`config.mk`:
```
export PLATFORM = sky130hd
export DESIGN_NAME = hier_status_collector
export DESIGN_NICKNAME = d
export VERILOG_FILES = /design/src/rtl/hier_collect_pkg.sv /design/src/rtl/hier_rr_arbiter.sv /design/src/rtl/hier_status_collector.sv
export SDC_FILE = /design/constraint.sdc
export NUM_CORES = 1
export LEC_CHECK = 0
export CORE_UTILIZATION = 45
export CTS_CLUSTER_DIAMETER = 40
export DETAILED_ROUTE_END_ITERATION = 12
export PLACE_DENSITY = 0.72
export SYNTH_ARGS = -nofsm -noshare
export SYNTH_HDL_FRONTEND = slang
export SYNTH_SLANG_ARGS = --single-unit
export TNS_END_PERCENT = 30
```
`constraint.sdc`:
```
create_clock -name clk -period 7 [get_ports clk]
set_clock_uncertainty 0.1 [all_clocks]
set_input_delay 1.4 -clock clk [delete_from_list [all_inputs] [get_ports clk]]
set_output_delay 1.4 -clock clk [all_outputs]
set_load 0.02 [all_outputs]
```
`src/rtl/hier_collect_pkg.sv`:
```
// Shared widths, entry layout and width helpers for the hierarchy status collector.
// No logic; no latency or backpressure of its own.
package hier_collect_pkg;

  localparam int DATA_W_DEF    = 8;
  localparam int NUM_CHILD_DEF = 5;

  function automatic int idx_width(input int n);
    return (n < 2) ? 1 : $clog2(n);
  endfunction

  function automatic int cnt_width(input int depth);
    return $clog2(depth) + 1;
  endfunction

  localparam int IDX_W_DEF = idx_width(NUM_CHILD_DEF);

  typedef struct packed {
    logic [IDX_W_DEF-1:0]  idx;
    logic [DATA_W_DEF-1:0] data;
  } entry_t;

endpackage

```
`src/rtl/hier_rr_arbiter.sv`:
```
// Round-robin grant search starting at pointer, ascending with wrap; purely combinational.
// Zero latency; enable low forces no grant so the requester sees backpressure.
module hier_rr_arbiter
  import hier_collect_pkg::*;
#(
  parameter  int N  = 5,
  localparam int IW = idx_width(N)
) (
  input  logic [N-1:0]  req,
  input  logic [IW-1:0] pointer,
  input  logic          enable,
  output logic [N-1:0]  gnt,
  output logic [IW-1:0] gnt_idx
);

  int          cand;
  logic [IW-1:0] cand_idx;
  logic        found;

  always_comb begin
    gnt      = '0;
    gnt_idx  = '0;
    found    = 1'b0;
    cand     = 0;
    cand_idx = '0;
    for (int k = 0; k < N; k++) begin
      cand = int'(pointer) + k;
      if (cand >= N) cand = cand - N;
      cand_idx = IW'(cand);
      if (enable && !found && req[cand_idx]) begin
        found         = 1'b1;
        gnt[cand_idx] = 1'b1;
        gnt_idx       = cand_idx;
      end
    end
  end

endmodule

```
`src/rtl/hier_status_collector.sv`:
```
// Fan-in of child status words: round-robin accept, tag with child index, show-ahead FIFO upstream.
// One cycle from accept to up_valid when empty; children stalled while the FIFO is full or in reset.
module hier_status_collector
  import hier_collect_pkg::*;
#(
  parameter  int NUM_CHILD  = NUM_CHILD_DEF,
  parameter  int DATA_W     = DATA_W_DEF,
  parameter  int FIFO_DEPTH = 4,
  localparam int IDX_W      = idx_width(NUM_CHILD),
  localparam int CNT_W      = cnt_width(FIFO_DEPTH)
) (
  input  logic                        clk,
  input  logic                        rst,
  input  logic [NUM_CHILD-1:0]        child_valid,
  input  logic [NUM_CHILD*DATA_W-1:0] child_data,
  output logic [NUM_CHILD-1:0]        child_ready,
  output logic                        up_valid,
  output logic [DATA_W-1:0]           up_data,
  output logic [IDX_W-1:0]            up_idx,
  input  logic                        up_ready,
  output logic [CNT_W-1:0]            count,
  output logic                        busy
);

  localparam int AW = $clog2(FIFO_DEPTH);

  typedef struct packed {
    logic [IDX_W-1:0]  idx;
    logic [DATA_W-1:0] data;
  } fifo_entry_t;

  fifo_entry_t       mem_q [FIFO_DEPTH];
  logic [AW-1:0]     wr_ptr_q, wr_ptr_d;
  logic [AW-1:0]     rd_ptr_q, rd_ptr_d;
  logic [CNT_W-1:0]  count_q, count_d;
  logic [IDX_W-1:0]  rr_ptr_q, rr_ptr_d;

  logic [DATA_W-1:0] child_word [NUM_CHILD];
  logic [IDX_W-1:0]  gnt_idx;
  logic              full;
  logic              push;
  logic              pop;
  fifo_entry_t       head;

  for (genvar g = 0; g < NUM_CHILD; g++) begin : g_unpack
    assign child_word[g] = child_data[g*DATA_W +: DATA_W];
  end

  assign full = (count_q == CNT_W'(FIFO_DEPTH));

  // Gating with rst keeps child_ready low while reset is held, not just after release.
  hier_rr_arbiter #(.N(NUM_CHILD)) u_arb (
    .req     (child_valid),
    .pointer (rr_ptr_q),
    .enable  (!full && !rst),
    .gnt     (child_ready),
    .gnt_idx (gnt_idx)
  );

  assign push = |(child_valid & child_ready);
  assign pop  = up_valid && up_ready;

  always_comb begin
    wr_ptr_d = wr_ptr_q;
    rd_ptr_d = rd_ptr_q;
    rr_ptr_d = rr_ptr_q;
    count_d  = count_q + CNT_W'(push) - CNT_W'(pop);
    if (push) begin
      wr_ptr_d = wr_ptr_q + 1'b1;
      rr_ptr_d = (gnt_idx == IDX_W'(NUM_CHILD - 1)) ? '0 : gnt_idx + 1'b1;
    end
    if (pop) rd_ptr_d = rd_ptr_q + 1'b1;
  end

  always_ff @(posedge clk or posedge rst) begin
    if (rst) begin
      wr_ptr_q <= '0;
      rd_ptr_q <= '0;
      count_q  <= '0;
      rr_ptr_q <= '0;
      for (int i = 0; i < FIFO_DEPTH; i++) mem_q[i] <= '0;
    end else begin
      wr_ptr_q <= wr_ptr_d;
      rd_ptr_q <= rd_ptr_d;
      count_q  <= count_d;
      rr_ptr_q <= rr_ptr_d;
      if (push) mem_q[wr_ptr_q] <= fifo_entry_t'{idx: gnt_idx, data: child_word[gnt_idx]};
    end
  end

  assign head     = mem_q[rd_ptr_q];
  assign up_valid = (count_q != '0);
  assign up_data  = head.data;
  assign up_idx   = head.idx;
  assign count    = count_q;
  assign busy     = (count_q != '0) || (|child_valid);

endmodule

```
Yosys cells after proc, flatten, opt, wreduce, memory -nomap -nowiden. Index checks and enable logic that the tools add are counted.

Bits in registers: 54. Output and inout port bits: 21. Input port bits: 48.

Muxes and demuxes: 49. Reductions and logical operators: 27. Magnitude comparators: 19. Bitwise logic cells: 8. $add $sub $neg: 14. Eq/ne operators: 2.

Operators by type and width (count): $bwmux W44 (1); $mux W11 (3); $mux W3 (11); $mux W5 (5); $bmux W8 S3 (1); $bmux W11 S2 (1); $demux W11 S2 (1); $lt A3 B4 Y1 const B (5); $or A5 B5 Y5 (4); $logic_and A1 B1 Y1 (17); $ge A4 B3 Y1 const B (4); $mux W8 (2); $bmux W1 S3 (5); $demux W1 S3 (5); $ge A3 B1 Y1 const B (5); $sub A3 B3 Y3 const B (5); $mux W1 (14); $reduce_or A5 Y1 (2); $ge A3 B3 Y1 const B (3); $add A3 B2 Y4 const B (2); $eq A3 B3 Y1 const B (2); $logic_not A1 Y1 (6); $not A2 Y3 (2); $and A5 B5 Y5 (1); 11 further kinds (12).

Logic depth before layout (Yosys ltp). Gate-level depths: netlist of the first run.

Word-level depth: 27. Depth in mapped cells: 23. Gate-level depth less buffers: 20.

Cells and area by module. Synthesis of the first run repeated with hierarchy kept, for this count alone.

Cell total of the unflattened synthesis: 427. Area total of the unflattened synthesis: 4236.6 um2.

Modules (own cells, without submodules): hier_status_collector (area an instance 2866.5 um2, cells each 239, seq. area each 1351.3 um2, instances 1); hier_rr_arbiter (area an instance 1370.1 um2, cells each 188, seq. area each 0.0 um2, instances 1).

Worst setup path before layout of the first run. No wires, ideal clock.

Path type: input port to flip-flop. Start point: in child_valid[2]. End point: reg count_q[2] (netlist: count[2]). Path buffers: 2. Setup slack: 1.544 ns. Data required time: 6.777 ns. Stages on the path: 17. Arrival time: 5.233 ns. Cell sequence: clkbuf_1 mux4_2 a22o_1 a41oi_2 a21boi_1 nor4b_2 nand2_1 o311ai_1 or4b_4 buf_6 inv_2 ha_1 inv_1 ha_1 fa_1 xnor2_1 xnor2_1.

Longest elaborated chain between the ends: 24. Elaborated cells between the ends (all ways): 40.

Ends and longest elaborated chain: start, declared (RTL line hier_status_collector.sv:14) `input logic [NUM_CHILD-1:0] child_valid,`; $bmux W1 S3 (RTL line hier_rr_arbiter.sv:30) `if (enable && !found && req[cand_idx]) begin`; $mux W1 (implied by the code) (RTL line hier_rr_arbiter.sv:30); $logic_and A1 B1 Y1 (RTL line hier_rr_arbiter.sv:30); $mux W1 (RTL line hier_rr_arbiter.sv:30); $logic_not A1 Y1 (RTL line hier_rr_arbiter.sv:30); $logic_and A1 B1 Y1 (2 in series) (RTL line hier_rr_arbiter.sv:30); $mux W1 (RTL line hier_rr_arbiter.sv:30); $logic_not A1 Y1 (RTL line hier_rr_arbiter.sv:30); [8 not listed]; $logic_and A1 B1 Y1 (2 in series) (RTL line hier_rr_arbiter.sv:30); $mux W5 * (RTL line hier_rr_arbiter.sv:30); net child_ready[0] (RTL line hier_status_collector.sv:16) `output logic [NUM_CHILD-1:0] child_ready,`; $and A5 B5 Y5 * (RTL line hier_status_collector.sv:60) `assign push = |(child_valid & child_ready);`; $reduce_or A5 Y1 * (RTL line hier_status_collector.sv:60); $add A3 B1 Y3 * (RTL line hier_status_collector.sv:67) `count_d = count_q + CNT_W'(push) - CNT_W'(pop);`; $sub A3 B1 Y3 * (RTL line hier_status_collector.sv:67); net count_d[2] (RTL line hier_status_collector.sv:35) `logic [CNT_W-1:0] count_q, count_d;`; end signal, assigned (RTL line hier_status_collector.sv:85) `count_q <= count_d;`; end, declared (RTL line hier_status_collector.sv:35).

Mark *: on every way through the listed nets, which the timed path passes. The rest lies on a longest branch. The select of a mux whose other input is x is not followed. A chain may end at the register's enable or synchronous reset.

Worst setup path after layout of the first run.
Start point: reg rr_ptr_q[1]. End point: out child_ready[4].

Longest elaborated chain between the ends: 22. Elaborated cells between the ends (all ways): 80.

Ends and longest elaborated chain: start, declared (RTL line hier_status_collector.sv:36) `logic [IDX_W-1:0] rr_ptr_q, rr_ptr_d;`; start signal, assigned (RTL line hier_status_collector.sv:86) `rr_ptr_q <= rr_ptr_d;`; branches (longest 21 deep; another with $add A3 B1 Y4); $mux W5 * (RTL line hier_rr_arbiter.sv:30); end, declared (RTL line hier_status_collector.sv:16).

Mark *: on every way between the ends. The select of a mux whose other input is x is not followed.

==> flow_metrics.env, run 1 <==
export IMPL_status="completed"
export IMPL_synth_nets=514
export IMPL_critPathRequiredTime_ns=5.50
export IMPL_cts_tree="built"
export IMPL_grt_start_max_net_pins=76
export IMPL_final_nets=557
export IMPL_worstSetupStartpoint="rr_ptr_q[1]"
export IMPL_cp_top_family="buffers and inverters"
export IMPL_core_area_um2=9370
export IMPL_routed_via_count=3871
export IMPL_start_util_pct=47.2
export IMPL_final_antenna_net_count=0
export IMPL_finalWeightedCongestion=0.996
export IMPL_track_usage_pct=23.2
export IMPL_path_max_fanout=19
export IMPL_post_cts_resize_count=0
export IMPL_dpl_hpwl_mm=8.52
export IMPL_r2r_slack_ns=1.42
export IMPL_syn_area_um2=4430
export IMPL_numCtsBuffers=5
export IMPL_reg2reg_to="count[2]"
export IMPL_yosysSeqAreaShare_pct=30.5
export IMPL_maxSlewViolCount=0
export IMPL_slowest_delay_ns=0.77
export IMPL_async_reset_ff_share_pct=100
export IMPL_setup_tns_final_ns=0
export IMPL_postCtsHoldBufs=0
export IMPL_synth_top_area_share_pct=30.5
export IMPL_die_h_um=101
export IMPL_wire_per_inst_um=18.6
export IMPL_routed_wl_mm=11.6
export IMPL_syn_area_per_cell_um2=9.88
export IMPL_endpoint="child_ready[4]"
export IMPL_crit_type="flip-flop to output port"
export IMPL_viasPerCell=6.23
export IMPL_cp_arrival_ns=4.76
export IMPL_grt_overflow_total=0
export IMPL_grt_pass1_vias=3719
export IMPL_io_buffers=68
export IMPL_die_w_um=101
export IMPL_synth_ff_type="dfrtp_1"
export IMPL_cp_depth=11
export IMPL_cts_post_setup_buffers_inserted=0
export IMPL_grt_first_pass_wirelength_mm=18.6
export IMPL_cp_slowest_cell="ha_1"
export IMPL_nFillCells=851
export IMPL_area_growth_pct=16.9
export IMPL_drv_cap=0
export IMPL_rsz0062_at_grt="false"
export IMPL_hold_class="flip-flop to flip-flop"
export IMPL_grt_antenna_before_repair=0
export IMPL_critical_path_buf_inv_count=3
export IMPL_clockRootBuffer="clkbuf_8"
export IMPL_crit_chain="inv_1, ha_1, inv_1, a211oi_1, a41oi_1, mux2i_2, o22ai_2, or2_1, or4_1, o211ai_2, clkdlybuf4s50_1"
export IMPL_period_share_pct=89.4
export IMPL_critPathCaptureType="output port"
export IMPL_synthTopCellsByArea="dfrtp_1, a41oi_1, mux4_2, mux2_2, a21oi_1"
export IMPL_htree_levels=2
export IMPL_drtIter0Drc=217
export IMPL_hold_violations=0
export IMPL_synth_cell_type_count=77
export IMPL_dieArea_um2=10200
export IMPL_slew_headroom_pct=44.2
export IMPL_drive_gt1_share_pct=15.0
export IMPL_cts_sinks=54
export IMPL_worstMarginPinSlew_ns=0.835
export IMPL_cts_buffer_depth=2
export IMPL_fmax_ghz=0.160
export IMPL_setup_viol=0
export IMPL_clk_pin_slew_worst_paths_ns=0.09
export IMPL_num_io_pins=69
export IMPL_period_needed_ns=6.26
export IMPL_yosysWarnings=0
export IMPL_synth_edf_count=0
export IMPL_antennaDiodeCount=0
export IMPL_post_route_drc_count=0
export IMPL_synth_seq_cells=54
export IMPL_yosysTopAreaCell="dfrtp_1"
export IMPL_row_count=35
export IMPL_seq_area_um2=1350
export IMPL_cp_start_kind="flip-flop"
export IMPL_multi_input_area_um2=2770
export IMPL_synth_cells=448
export IMPL_reg2reg_depth=19
export IMPL_clock_latency_ns=0.30
export IMPL_drt_pass1_iter_count=5
export IMPL_final_util_pct=55.2
export IMPL_path_common_cell="inv_1"
export IMPL_r2r_start="rr_ptr_q[1]"
[cells by family after synthesis]
| family | count (synthesis) | share of synthesized area, % |
|---|---|---|
| xor gates and xnor gates | 9 | 1.78 |
| AOI/OAI and AO/OA | 151 | 25.6 |
| buffers and inverters | 54 | 6.81 |
| and+or+nand+nor | 108 | 12.9 |
| DFF | 54 | 30.5 |
| adders and majority gates | 18 | 5.43 |
| muxes | 54 | 17.0 |
[layout by cell type (no fill, tap or decap), drive strengths merged, types with 8 or more instances in the layout]
cell | netlist | final
nand2b | 12 | 12
a41oi | 35 | 35
mux4 | 13 | 13
nand2 | 36 | 36
a22oi | 11 | 11
mux2i | 11 | 11
o21ai | 16 | 16
inv | 18 | 18
nor3 | 9 | 9
xnor2 | 8 | 8
nor2 | 18 | 18
ha | 16 | 16
clkdlybuf4s50 | 0 | 68
a21oi | 43 | 43
dfrtp | 54 | 54
mux2 | 30 | 30
[worst min-delay path by stage]
stage	startpoint	to	slack, ns	cells past startpoint
floorplan	mem_q[19]	mem_q[19]	0.36	1
global placement	mem_q[19]	mem_q[19]	0.38	1
detailed placement	mem_q[20]	mem_q[20]	0.39	1
CTS	mem_q[20]	mem_q[20]	0.41	1
global route	mem_q[32]	mem_q[32]	0.43	1
finish	mem_q[20]	mem_q[20]	0.40	1
[through the flow]
stage          setup WS [ns]  cell area [um2]  cells  hold WS (ns)
4_1_cts                0.798             5170    621         0.409
6_report               0.739             5170    621         0.402
3_5_place_dp           0.830             5060    613         0.387
2_1_floorplan           1.54             4430    448         0.359
5_1_grt                0.516             5170    621         0.425
3_3_place_gp           0.899             5060    613         0.376
[sequential cells by signal, summed over array words and instances, names as in the netlist]
| register | flops |
|---|---|
| rd_ptr_q | 2 |
| mem_q | 44 |
| wr_ptr_q | 2 |
| rr_ptr_q | 3 |
| count | 3 |
[layer usage]
| layer | GRT usage (%) | vias to the layer above | wire [um] |
|---|---|---|---|
| met1 | 33.1 | 1893 | 5060 |
| li1 | - | 1807 | - |
| met2 | 36.7 | 149 | 5520 |
| met3 | 2.76 | 22 | 730 |
| met4 | 7.69 | 0 | 261 |
| met5 | 0 | - | 0 |
[synth_stat cells, types with 3 or more instances]
cell type  number
dfrtp_1        54
a21oi_1        42
nand2_1        35
a41oi_1        34
mux2_2         24
nor2_1         17
ha_1           16
inv_1          15
clkbuf_1       14
mux4_2         13
buf_6          12
nand2b_1       12
o21ai_0        12
mux2i_1         9
nor3_1          9
xnor2_1         8
a22oi_2         7
buf_2           7
and2_1          6
a211oi_1        5
mux2_1          5
a22oi_1         4
nor2b_1         4
o41ai_1         4
or3_1           4
a21o_1          3
buf_1           3
inv_2           3
nand3_1         3
o21ai_1         3
or4_1           3
[cell type report]
type / count / share of cell area, %
clock inverters: 2 / 0.725
multi-input cells: 340 / 53.6
repair buffers: 72 / 13.7
flip-flops and latches: 54 / 26.1
clock buffers: 6 / 1.40
well taps: 129 / 3.12
inverters: 18 / 1.31
Power of run 1 is not shown: default switching activity piles up to over one toggle a cycle in this logic, so the estimate is an artifact.
==> run 2: changes to the inputs <==
- CAP_MARGIN: default -> 20
==> results of run 2 <==
No change in the layout: final DEF, timing and power equal those of run 1.
Power of run 2 is left out for the same reason.
